--- config.mk ---
export PLATFORM = sky130hd
export DESIGN_NAME = tlb_op_ctrl_flat
export DESIGN_NICKNAME = d
export VERILOG_FILES = /design/src/rtl/tlb_ctrl_pkg.sv /design/src/rtl/tlb_op_ctrl_if.sv /design/src/rtl/tlb_rand_gen.sv /design/src/rtl/tlb_op_ctrl.sv /design/src/flat_wrapper.sv
export SDC_FILE = /design/constraint.sdc
export NUM_CORES = 1
export LEC_CHECK = 0
export CAP_MARGIN = 20
export CORE_AREA = 2 2 159 161
export DETAILED_ROUTE_END_ITERATION = 10
export DIE_AREA = 0 0 161 163
export PLACE_DENSITY = 0.59
export REMOVE_ABC_BUFFERS = 1
export SYNTH_ARGS = -nofsm -noshare
export SYNTH_HDL_FRONTEND = slang
export SYNTH_HIERARCHICAL = 1
export SYNTH_SLANG_ARGS = --single-unit
--- constraint.sdc ---
create_clock -name clk -period 2.6 [get_ports clk]
set_input_delay 0.52 -clock clk [delete_from_list [all_inputs] [get_ports clk]]
set_output_delay 0.52 -clock clk [all_outputs]
set_load 0.02 [all_outputs]
--- src/rtl/tlb_ctrl_pkg.sv ---
// tlb_ctrl_pkg: op codes, FSM states and CSR field positions shared by the TLB op controller.
package tlb_ctrl_pkg;
  localparam logic [2:0] OP_SRCH = 3'd0;
  localparam logic [2:0] OP_RD = 3'd1;
  localparam logic [2:0] OP_WR = 3'd2;
  localparam logic [2:0] OP_FILL = 3'd3;
  localparam logic [2:0] OP_INV = 3'd4;
  localparam logic [4:0] INV_OP_MAX = 5'd6;
  typedef enum logic [2:0] {S_IDLE, S_SRCH, S_RD, S_CMD, S_DONE} state_e;
  localparam int TLBIDX_NE = 31;
  localparam int TLBIDX_PS_LSB = 24;
  localparam int TLBIDX_PS_W = 6;
  localparam int TLBIDX_INDEX_W = 5;
  localparam int EHI_VPPN_LSB = 13;
  localparam int ELO_PPN_LSB = 8;
  localparam int ELO_G = 6;
  localparam int ELO_MAT_LSB = 4;
  localparam int ELO_PLV_LSB = 2;
  localparam int ELO_D = 1;
  localparam int ELO_V = 0;
  localparam int ASID_W = 10;
  function automatic logic [31:0] elo_pack(input logic [19:0] ppn, input logic g, input logic [1:0] mat,
                                           input logic [1:0] plv, input logic d, input logic v);
    logic [31:0] e;
    e = '0;
    e[ELO_PPN_LSB +: 20] = ppn;
    e[ELO_G] = g;
    e[ELO_MAT_LSB +: 2] = mat;
    e[ELO_PLV_LSB +: 2] = plv;
    e[ELO_D] = d;
    e[ELO_V] = v;
    return e;
  endfunction
endpackage

--- src/rtl/tlb_op_ctrl_if.sv ---
// tlb_op_ctrl_if: TLB-instruction request/completion handshake between pipeline and tlb_op_ctrl.
interface tlb_op_ctrl_if;
  logic op_valid;
  logic op_ready;
  logic [2:0] op_code;
  logic [4:0] inv_op;
  logic [9:0] inv_asid;
  logic [18:0] inv_vpn;
  logic op_done;
  logic op_ine;
  modport master(output op_valid, op_code, inv_op, inv_asid, inv_vpn, input op_ready, op_done, op_ine);
  modport slave(input op_valid, op_code, inv_op, inv_asid, inv_vpn, output op_ready, op_done, op_ine);
endinterface

--- src/rtl/tlb_rand_gen.sv ---
// tlb_rand_gen: TLBFILL victim index, held while a fill is issued.
// TLBFILL_LFSR_EN selects an x^5+x^3+1 LFSR (seed 1); otherwise a wrapping counter from 0.
module tlb_rand_gen (
  input  logic       clk,
  input  logic       reset,
  input  logic       hold,
  output logic [4:0] idx
);
`ifdef TLBFILL_LFSR_EN
  always_ff @(posedge clk or negedge reset)
    if (!reset) idx <= 5'b00001;
    else if (!hold) idx <= {idx[3:0], idx[4] ^ idx[2]};
`else
  always_ff @(posedge clk or negedge reset)
    if (!reset) idx <= 5'd0;
    else if (!hold) idx <= idx + 5'd1;
`endif
endmodule

--- src/rtl/tlb_op_ctrl.sv ---
// tlb_op_ctrl: sequences TLBSRCH/TLBRD/TLBWR/TLBFILL/INVTLB into translator commands and CSR write-back.
// Build option TLBFILL_LFSR_EN picks the rand_index generator flavour inside tlb_rand_gen.
module tlb_op_ctrl
  import tlb_ctrl_pkg::*;
(
  input  logic         clk,
  input  logic         reset,
  tlb_op_ctrl_if.slave op,
  input  logic         flush,
  input  logic [31:0]  csr_tlbidx,
  input  logic [31:0]  csr_tlbehi,
  output logic         data_tlbserch_en,
  output logic         tlb_wen,
  output logic         tlb_fill_en,
  output logic [4:0]   rand_index,
  output logic         tlbinv_en,
  output logic [4:0]   tlbinv_op,
  output logic [9:0]   tlbinv_asid,
  output logic [18:0]  tlbinv_vpn,
  input  logic         serch_tlb_finish,
  input  logic         data_tlbfound,
  input  logic [4:0]   data_tlbindex,
  input  logic [18:0]  r_vppn,
  input  logic [9:0]   r_asid,
  input  logic         r_g,
  input  logic [5:0]   r_ps,
  input  logic         r_e,
  input  logic         r_v0,
  input  logic         r_d0,
  input  logic [1:0]   r_mat0,
  input  logic [1:0]   r_plv0,
  input  logic [19:0]  r_ppn0,
  input  logic         r_v1,
  input  logic         r_d1,
  input  logic [1:0]   r_mat1,
  input  logic [1:0]   r_plv1,
  input  logic [19:0]  r_ppn1,
  output logic         tlbidx_we,
  output logic         ehi_we,
  output logic         elo0_we,
  output logic         elo1_we,
  output logic         asid_we,
  output logic [31:0]  tlbidx_wdata,
  output logic [31:0]  ehi_wdata,
  output logic [31:0]  elo0_wdata,
  output logic [31:0]  elo1_wdata,
  output logic [31:0]  asid_wdata
);
  state_e st, nxt;
  logic [2:0] code_q;
  logic ine_q;
  logic [4:0] iop_q;
  logic [9:0] iasid_q;
  logic [18:0] ivpn_q;
  logic acc, illegal, done, ine;
  assign acc = op.op_valid && op.op_ready;
  assign illegal = op.op_code > OP_INV || (op.op_code == OP_INV && op.inv_op > INV_OP_MAX);
  assign op.op_ready = st == S_IDLE;
  assign op.op_done = done;
  assign op.op_ine = ine;
  assign tlbinv_op = tlbinv_en ? iop_q : '0;
  assign tlbinv_asid = tlbinv_en ? iasid_q : '0;
  assign tlbinv_vpn = tlbinv_en ? ivpn_q : '0;
  tlb_rand_gen u_rand (.clk(clk), .reset(reset), .hold(tlb_fill_en), .idx(rand_index));
  always_ff @(posedge clk or negedge reset)
    if (!reset) begin
      st <= S_IDLE;
      code_q <= '0;
      ine_q <= 1'b0;
      iop_q <= '0;
      iasid_q <= '0;
      ivpn_q <= '0;
    end else begin
      st <= nxt;
      if (acc) begin
        code_q <= op.op_code;
        ine_q <= illegal;
        iop_q <= op.inv_op;
        iasid_q <= op.inv_asid;
        ivpn_q <= op.inv_vpn;
      end
    end
  // flush cancels whatever the current state would issue this cycle
  always_comb begin
    nxt = st;
    data_tlbserch_en = 1'b0;
    tlb_wen = 1'b0;
    tlb_fill_en = 1'b0;
    tlbinv_en = 1'b0;
    {tlbidx_we, ehi_we, elo0_we, elo1_we, asid_we} = '0;
    tlbidx_wdata = '0;
    ehi_wdata = '0;
    elo0_wdata = '0;
    elo1_wdata = '0;
    asid_wdata = '0;
    done = 1'b0;
    ine = 1'b0;
    case (st)
      S_IDLE: if (acc) nxt = illegal ? S_DONE : op.op_code == OP_SRCH ? S_SRCH : op.op_code == OP_RD ? S_RD : S_CMD;
      S_SRCH: begin
        data_tlbserch_en = !flush;
        if (flush) nxt = S_IDLE;
        else if (serch_tlb_finish) begin
          nxt = S_DONE;
          tlbidx_we = 1'b1;
          tlbidx_wdata = csr_tlbidx;
          tlbidx_wdata[TLBIDX_NE] = !data_tlbfound;
          if (data_tlbfound) tlbidx_wdata[TLBIDX_INDEX_W-1:0] = data_tlbindex;
        end
      end
      S_RD: begin
        nxt = flush ? S_IDLE : S_DONE;
        {tlbidx_we, ehi_we, elo0_we, elo1_we, asid_we} = {5{!flush}};
        if (!flush) begin
          tlbidx_wdata = csr_tlbidx;
          tlbidx_wdata[TLBIDX_NE] = !r_e;
          tlbidx_wdata[TLBIDX_PS_LSB +: TLBIDX_PS_W] = r_e ? r_ps : '0;
          if (r_e) begin
            ehi_wdata = {r_vppn, csr_tlbehi[EHI_VPPN_LSB-1:0]};
            elo0_wdata = elo_pack(r_ppn0, r_g, r_mat0, r_plv0, r_d0, r_v0);
            elo1_wdata = elo_pack(r_ppn1, r_g, r_mat1, r_plv1, r_d1, r_v1);
            asid_wdata[ASID_W-1:0] = r_asid;
          end
        end
      end
      S_CMD: begin
        nxt = flush ? S_IDLE : S_DONE;
        tlb_wen = !flush && code_q == OP_WR;
        tlb_fill_en = !flush && code_q == OP_FILL;
        tlbinv_en = !flush && code_q == OP_INV;
      end
      S_DONE: begin
        nxt = S_IDLE;
        done = !flush;
        ine = !flush && ine_q;
      end
      default: nxt = S_IDLE;
    endcase
  end
endmodule

--- src/flat_wrapper.sv ---
// flat-port wrapper written by rule: the top's interface ports become plain ports
module tlb_op_ctrl_flat import tlb_ctrl_pkg::*;
  (clk, reset, flush, csr_tlbidx, csr_tlbehi, data_tlbserch_en, tlb_wen, tlb_fill_en, rand_index, tlbinv_en, tlbinv_op, tlbinv_asid, tlbinv_vpn, serch_tlb_finish, data_tlbfound, data_tlbindex, r_vppn, r_asid, r_g, r_ps, r_e, r_v0, r_d0, r_mat0, r_plv0, r_ppn0, r_v1, r_d1, r_mat1, r_plv1, r_ppn1, tlbidx_we, ehi_we, elo0_we, elo1_we, asid_we, tlbidx_wdata, ehi_wdata, elo0_wdata, elo1_wdata, asid_wdata, op_op_valid, op_op_code, op_inv_op, op_inv_asid, op_inv_vpn, op_op_ready, op_op_done, op_op_ine);
  tlb_op_ctrl_if op_i ();
  input  logic clk;
  input  logic reset;
  input  logic flush;
  input  logic [31:0] csr_tlbidx;
  input  logic [31:0] csr_tlbehi;
  output logic data_tlbserch_en;
  output logic tlb_wen;
  output logic tlb_fill_en;
  output logic [4:0] rand_index;
  output logic tlbinv_en;
  output logic [4:0] tlbinv_op;
  output logic [9:0] tlbinv_asid;
  output logic [18:0] tlbinv_vpn;
  input  logic serch_tlb_finish;
  input  logic data_tlbfound;
  input  logic [4:0] data_tlbindex;
  input  logic [18:0] r_vppn;
  input  logic [9:0] r_asid;
  input  logic r_g;
  input  logic [5:0] r_ps;
  input  logic r_e;
  input  logic r_v0;
  input  logic r_d0;
  input  logic [1:0] r_mat0;
  input  logic [1:0] r_plv0;
  input  logic [19:0] r_ppn0;
  input  logic r_v1;
  input  logic r_d1;
  input  logic [1:0] r_mat1;
  input  logic [1:0] r_plv1;
  input  logic [19:0] r_ppn1;
  output logic tlbidx_we;
  output logic ehi_we;
  output logic elo0_we;
  output logic elo1_we;
  output logic asid_we;
  output logic [31:0] tlbidx_wdata;
  output logic [31:0] ehi_wdata;
  output logic [31:0] elo0_wdata;
  output logic [31:0] elo1_wdata;
  output logic [31:0] asid_wdata;
  input wire logic [$bits(op_i.op_valid)-1:0] op_op_valid;
  input wire logic [$bits(op_i.op_code)-1:0] op_op_code;
  input wire logic [$bits(op_i.inv_op)-1:0] op_inv_op;
  input wire logic [$bits(op_i.inv_asid)-1:0] op_inv_asid;
  input wire logic [$bits(op_i.inv_vpn)-1:0] op_inv_vpn;
  output wire logic [$bits(op_i.op_ready)-1:0] op_op_ready;
  output wire logic [$bits(op_i.op_done)-1:0] op_op_done;
  output wire logic [$bits(op_i.op_ine)-1:0] op_op_ine;
  assign op_i.op_valid = op_op_valid;
  assign op_i.op_code = op_op_code;
  assign op_i.inv_op = op_inv_op;
  assign op_i.inv_asid = op_inv_asid;
  assign op_i.inv_vpn = op_inv_vpn;
  assign op_op_ready = op_i.op_ready;
  assign op_op_done = op_i.op_done;
  assign op_op_ine = op_i.op_ine;
  tlb_op_ctrl u_core (.clk(clk), .reset(reset), .op(op_i), .flush(flush), .csr_tlbidx(csr_tlbidx), .csr_tlbehi(csr_tlbehi), .data_tlbserch_en(data_tlbserch_en), .tlb_wen(tlb_wen), .tlb_fill_en(tlb_fill_en), .rand_index(rand_index), .tlbinv_en(tlbinv_en), .tlbinv_op(tlbinv_op), .tlbinv_asid(tlbinv_asid), .tlbinv_vpn(tlbinv_vpn), .serch_tlb_finish(serch_tlb_finish), .data_tlbfound(data_tlbfound), .data_tlbindex(data_tlbindex), .r_vppn(r_vppn), .r_asid(r_asid), .r_g(r_g), .r_ps(r_ps), .r_e(r_e), .r_v0(r_v0), .r_d0(r_d0), .r_mat0(r_mat0), .r_plv0(r_plv0), .r_ppn0(r_ppn0), .r_v1(r_v1), .r_d1(r_d1), .r_mat1(r_mat1), .r_plv1(r_plv1), .r_ppn1(r_ppn1), .tlbidx_we(tlbidx_we), .ehi_we(ehi_we), .elo0_we(elo0_we), .elo1_we(elo1_we), .asid_we(asid_we), .tlbidx_wdata(tlbidx_wdata), .ehi_wdata(ehi_wdata), .elo0_wdata(elo0_wdata), .elo1_wdata(elo1_wdata), .asid_wdata(asid_wdata));
endmodule
== Yosys cells after proc, flatten, opt, wreduce, memory -nomap -nowiden ==
Cells that the tools add are included.
Cells by class
  order comparisons: 2
  mux-type cells: 39
  add/sub/neg operators: 1
  reduce and logical (&&, ||, !) cells: 14
  equal/unequal tests: 11
Operators with widths (count)
  32-bit two-way mux: 10
  32-bit one-hot mux with 2 select lines: 1
  28-bit two-way mux: 2
  10-bit two-way mux: 4
  19-bit two-way mux: 1
  3-bit two-way mux: 6
  3-bit by 2-bit equality test with 1-bit output (second input constant): 4
  1-bit two-way mux: 10
  5-bit two-way mux: 2
  3-bit equality test (second input constant): 3
  3-bit one-hot mux with 3 select lines: 1
  3-bit by 1-bit equality test with 1-bit output (second input constant): 2
  1-bit logical AND: 6
  3-bit logical NOT: 2
  6-bit two-way mux: 1
  5-bit by 1-bit adder with 5-bit output (second input constant): 1
  5-bit by 3-bit greater-than comparator with 1-bit output (second input constant): 1
  3-bit greater-than comparator (second input constant): 1
  1-bit logical NOT: 3
  3-bit != test (second input constant): 1
  2-bit != test (second input constant): 1
  1-bit one-hot mux with 2 select lines: 1
  2-bit AND reduction: 1
  2-bit OR reduction: 1
  1-bit logical OR: 1
Storage, ports and cells
  word-level logic and storage cells: 74
  output and inout bits: 211
  register bits: 46

== Logic depth before layout (Yosys ltp) ==
Gate-level depths: netlist of the first run.
  word-level depth: 6
  mapped depth: 6

== Hierarchy ==
The synthesis of the first run kept the hierarchy.
Modules (own cells, without submodules)
  tlb_op_ctrl: cells an instance 343, sequential area each 1026.0 µm², area an instance 3347.0 µm², times used 1
  tlb_rand_gen: cells an instance 14, sequential area each 125.1 µm², area an instance 207.7 µm², times used 1

== Least setup slack after synthesis of the first run ==
No wires, ideal clock.
  kind: input to register
  start point: input flush
  end point: register u_core.u_rand.idx[1]
  setup time: 0.125 ns
  data required time: 2.475 ns
  stages: 3
  arrival time: 2.246 ns
  path slack: 0.229 ns
  buffers on the path: 0
  path through: nand4bb_4 -> nor4bb_1 -> mux2_2
On the way
  word-level cells in the longest chain between the ends: 3
Ends and longest elaborated chain
  start, declared: RTL line flat_wrapper.sv:7  | input logic flush;
  1-bit logical NOT: RTL line tlb_op_ctrl.sv:129  | tlb_fill_en = !flush && code_q == OP_FILL;
  1-bit logical AND: RTL line tlb_op_ctrl.sv:129
  1-bit two-way mux: RTL line tlb_op_ctrl.sv:98  | case (st)
  named net tlb_fill_en: RTL line flat_wrapper.sv:12  | output logic tlb_fill_en;
  end signal, assigned: RTL line tlb_rand_gen.sv:16  | else if (!hold) idx <= idx + 5'd1;
  end, declared: RTL line tlb_rand_gen.sv:7  | output logic [4:0] idx
The timed path passes the listed nets, and every way through them passes these cells.
A chain may end at the register's enable or synchronous reset.

== Worst setup path in the final report of the first run ==
  start point: input flush
  end point: output ehi_wdata[25]
On the way
  word-level cells in the longest chain between the ends: 2
Ends and longest elaborated chain
  32-bit two-way mux: RTL line tlb_op_ctrl.sv:114  | if (!flush) begin
  32-bit two-way mux: RTL line tlb_op_ctrl.sv:98
  end, declared: RTL line flat_wrapper.sv:42  | output logic [31:0] ehi_wdata;
No other way between the ends.

==> results of run 1 <==
## final cells by class
| class | instances | area [sq um] | area share |
|---|---|---|---|
| inverter | 2 | 7.51 | 0.00103 |
| clock inverter | 3 | 18.8 | 0.00258 |
| antenna | 1 | 2.50 | 0.000344 |
| sequential | 46 | 1150 | 0.158 |
| tap | 330 | 413 | 0.0567 |
| clock buffer | 5 | 125 | 0.0172 |
| timing repair buffer | 402 | 3490 | 0.479 |
| multi-input combinational | 270 | 2070 | 0.285 |
## registers in the layout (all words and copies together) (netlist names)
signal             count
u_core/st              3
u_core/u_rand/idx      5
u_core/iasid_q        10
u_core/ine_q           1
u_core/iop_q           5
u_core/ivpn_q         19
u_core/code_q          3
## repair_timing
item,4_1_cts,5_1_grt
resized for setup,390,141
endpoints found under the setup margin,169,126
gates cloned,1,0
setup buffers,4,0
pin swaps,2,0
## cells by family after synthesis
| kind of cell | synth area share |
|---|---|
| and+or+nand+nor | 0.328 |
| buffers and inverters | 0.133 |
| DFF | 0.324 |
| muxes | 0.152 |
| AOI/OAI and AO/OA | 0.0482 |
| xor gates and xnor gates | 0.00985 |
| adders and majority gates | 0.00352 |
| other | 0.00105 |
## placed cells by master, fill, tap and decap left out, types with 2 or more instances in the layout
cell / count
dfrtp_2: 2
dfrtp_1: 44
and2_1: 55
nand2b_1: 2
clkdlybuf4s15_2: 11
clkinv_2: 2
clkbuf_2: 67
a22o_1: 6
clkdlybuf4s15_1: 14
a211oi_2: 2
and3_1: 94
xnor2_1: 4
inv_1: 2
mux2_4: 27
mux2_1: 10
conb_1: 32
a32o_2: 5
nor4b_4: 2
dlygate4sd2_1: 9
buf_2: 54
clkbuf_16: 5
buf_4: 45
nor2_1: 2
buf_6: 4
nor4b_1: 2
and2_2: 2
nand3b_1: 2
nand4b_1: 2
buf_12: 15
clkdlybuf4s50_1: 181
## worst reg2reg max path: cells and delay by family (launching register included)
kind | cells | cell delay [ns]
and+or+nand+nor | 2 | 0.63
muxes | 1 | 0.35
buffers and inverters | 2 | 0.39
DFF | 1 | 0.45
## final timing paths
kind / start / slack (ns) / to / cells after the start
setup / recovery: flush / 0.06 / ehi_wdata[25] / 8
hold / removal: reset / 0.23 / u_core/iasid_q[1] / 1
setup reg to reg: u_core/st[2] / 0.66 / u_core/ivpn_q[8] / 5
hold reg to reg: u_core/u_rand/idx[4] / 0.47 / u_core/u_rand/idx[4] / 1
max in group asynchronous: reset / 1.83 / u_core/st[0] / 2
min in group clk: u_core/u_rand/idx[4] / 0.47 / u_core/u_rand/idx[4] / 1
## per-stage QoR
stage	cell area, sq um	hold slack, ns	cells	power [uW]	setup WS, ns
floorplan	3200	0.224	318	1650	-1.39
global placement	7640	0.461	1045	2330	-0.665
detailed placement	7640	0.469	1045	2350	-0.677
CTS	7580	0.242	1058	2990	0.000486
global route	7280	0.260	1058	3120	-0.00100
finish	7280	0.227	1059	2940	0.0592
## report_power, final
part	internal, uW	total (uW)	switching [uW]
Sequential	938	1090	154
Clock	356	632	275
Combinational	736	1210	476
Total	2030	2940	905
## synthesized netlist by cell type (all sizes together), types with 2 or more instances
| cell type | n | area share |
|---|---|---|
| a211oi | 3 | 0.0063 |
| a22o | 6 | 0.015 |
| a32o | 6 | 0.017 |
| and2 | 58 | 0.10 |
| and3 | 96 | 0.17 |
| buf | 49 | 0.11 |
| clkbuf | 21 | 0.024 |
| dfrtp | 46 | 0.32 |
| inv | 2 | 0.0021 |
| mux2 | 38 | 0.15 |
| nand2b | 2 | 0.0035 |
| nand3b | 2 | 0.0042 |
| nand4b | 2 | 0.0049 |
| nand4bb | 2 | 0.011 |
| nor2 | 2 | 0.0021 |
| nor4b | 5 | 0.023 |
| xnor2 | 4 | 0.0099 |
## metal layers
| metal | routed length, um | track usage | up-vias |
|---|---|---|---|
| met4 | 189 | 0.0215 | 10 |
| met5 | 69 | 0 | - |
| met3 | 1600 | 0.0497 | 20 |
| met1 | 8450 | 0.182 | 1857 |
| met2 | 8800 | 0.215 | 182 |
| li1 | - | - | 1927 |
==> reports/metrics.yaml, run 1 <==
run_status:
  status: "finished, final reports clean"
detailed_routing:
  routed_wl_um: 19100
  routedWlPerCell_um: 18.0
  drt_iter0_drc: 155
  firstDrtPassIters: 4
  via_per_inst: 3.77
  route.detailed.drc: 0
  ant_nets: 0
  dr_total_vias: 3996
sta:
  finClkSkew_ns: 0.00950
  tns_ns: 0
  period_share: 0.977
  final_hold_viol_count: 0
  fmax_ghz: 0.394
  finalMaxSlewViolations: 0
  setup_viol: 0
  max_slew.worst_pin.slew_ns: 0.572
  fin_crit_ns: 2.54
  relSlewSlack: 0.619
die:
  die_h_um: 163
  num_rows: 58
  fp.dieArea_sq_um: 26200
  coreArea_sq_um: 24700
  pin_count: 412
  start_util: 0.144
  dieWidth_um: 161
logic_synthesis:
  synth_edf_count: 0
  ys_ff_latch: 46
  ys_warn_count: 6
  ys_seq_area_frac: 0.324
  netlist_area_sq_um: 3550
  syn-instance-count: 357
  ys.flop_type: "dfrtp_1"
  syn_avg_cell_area_sq_um: 9.96
  synthArstFlopShare: 1.00
  synthDistinctLibCells: 39
clock_network:
  ctsHoldBuffers: 0
  clockRootBuffer: "clkbuf_16"
  cts_tree: "yes"
  clock-sinks: 46
  htreeDepth: 2
  clock_latency_ns: 0.28
  cts_buffers: 5
  ctsLongestPathBuffers: 2
  clk_pin_slew_ns: 0.07
worst_setup_path:
  worst-path-buf-inv: 6
  worstSetupPathType: "in2out"
  start_kind: "primary input"
  slowest_stage: "and3_1"
  max_stage_delay_ns: 0.26
  path_delay_family: "buffers and inverters"
  worstPathArrival_ns: 2.02
  path_cells: "clkdlybuf4s15_2 > buf_4 > nor4b_4 > buf_4 > buf_12 > buf_4 > and3_1 > buf_4"
  cp.required_ns: 2.08
  path_common_cell: "buf_4"
  cp_max_fo: 13
  endpoint_kind: "primary output"
grt:
  gr-total-overflow: 0
  grt_pass1_wl_um: 26500
  grt_start_max_net_pins: 47
  antenna_found_initial: 6
  grtUsageTotal: 0.136
  grt_pass1_vias: 3962
final_layout:
  nets: 929
  area_delta_synth_final_pct: 105
  finish.utilization: 0.295
  fillCellCount: 2655
  drive_gt1_frac: 0.348
worst_hold_path:
  hold_class: "in2async"
pwr:
  powerDensity_nw_per_um2: 403
  irDropWorstVdd_uv: 286
  p_leak_uw: 0.00377
placed_design:
  hpwl_um: 16300
  port_buffers: 359
  place_congestion: 0.724
job:
  cap_viol_max_count: 0
(Power assumes the default switching activity.)
==> run 2: changes to the inputs <==
- CAP_MARGIN: 20 -> not set
==> results of run 2 <==
Same layout as run 1: the final DEF is identical, and so are final timing and power.
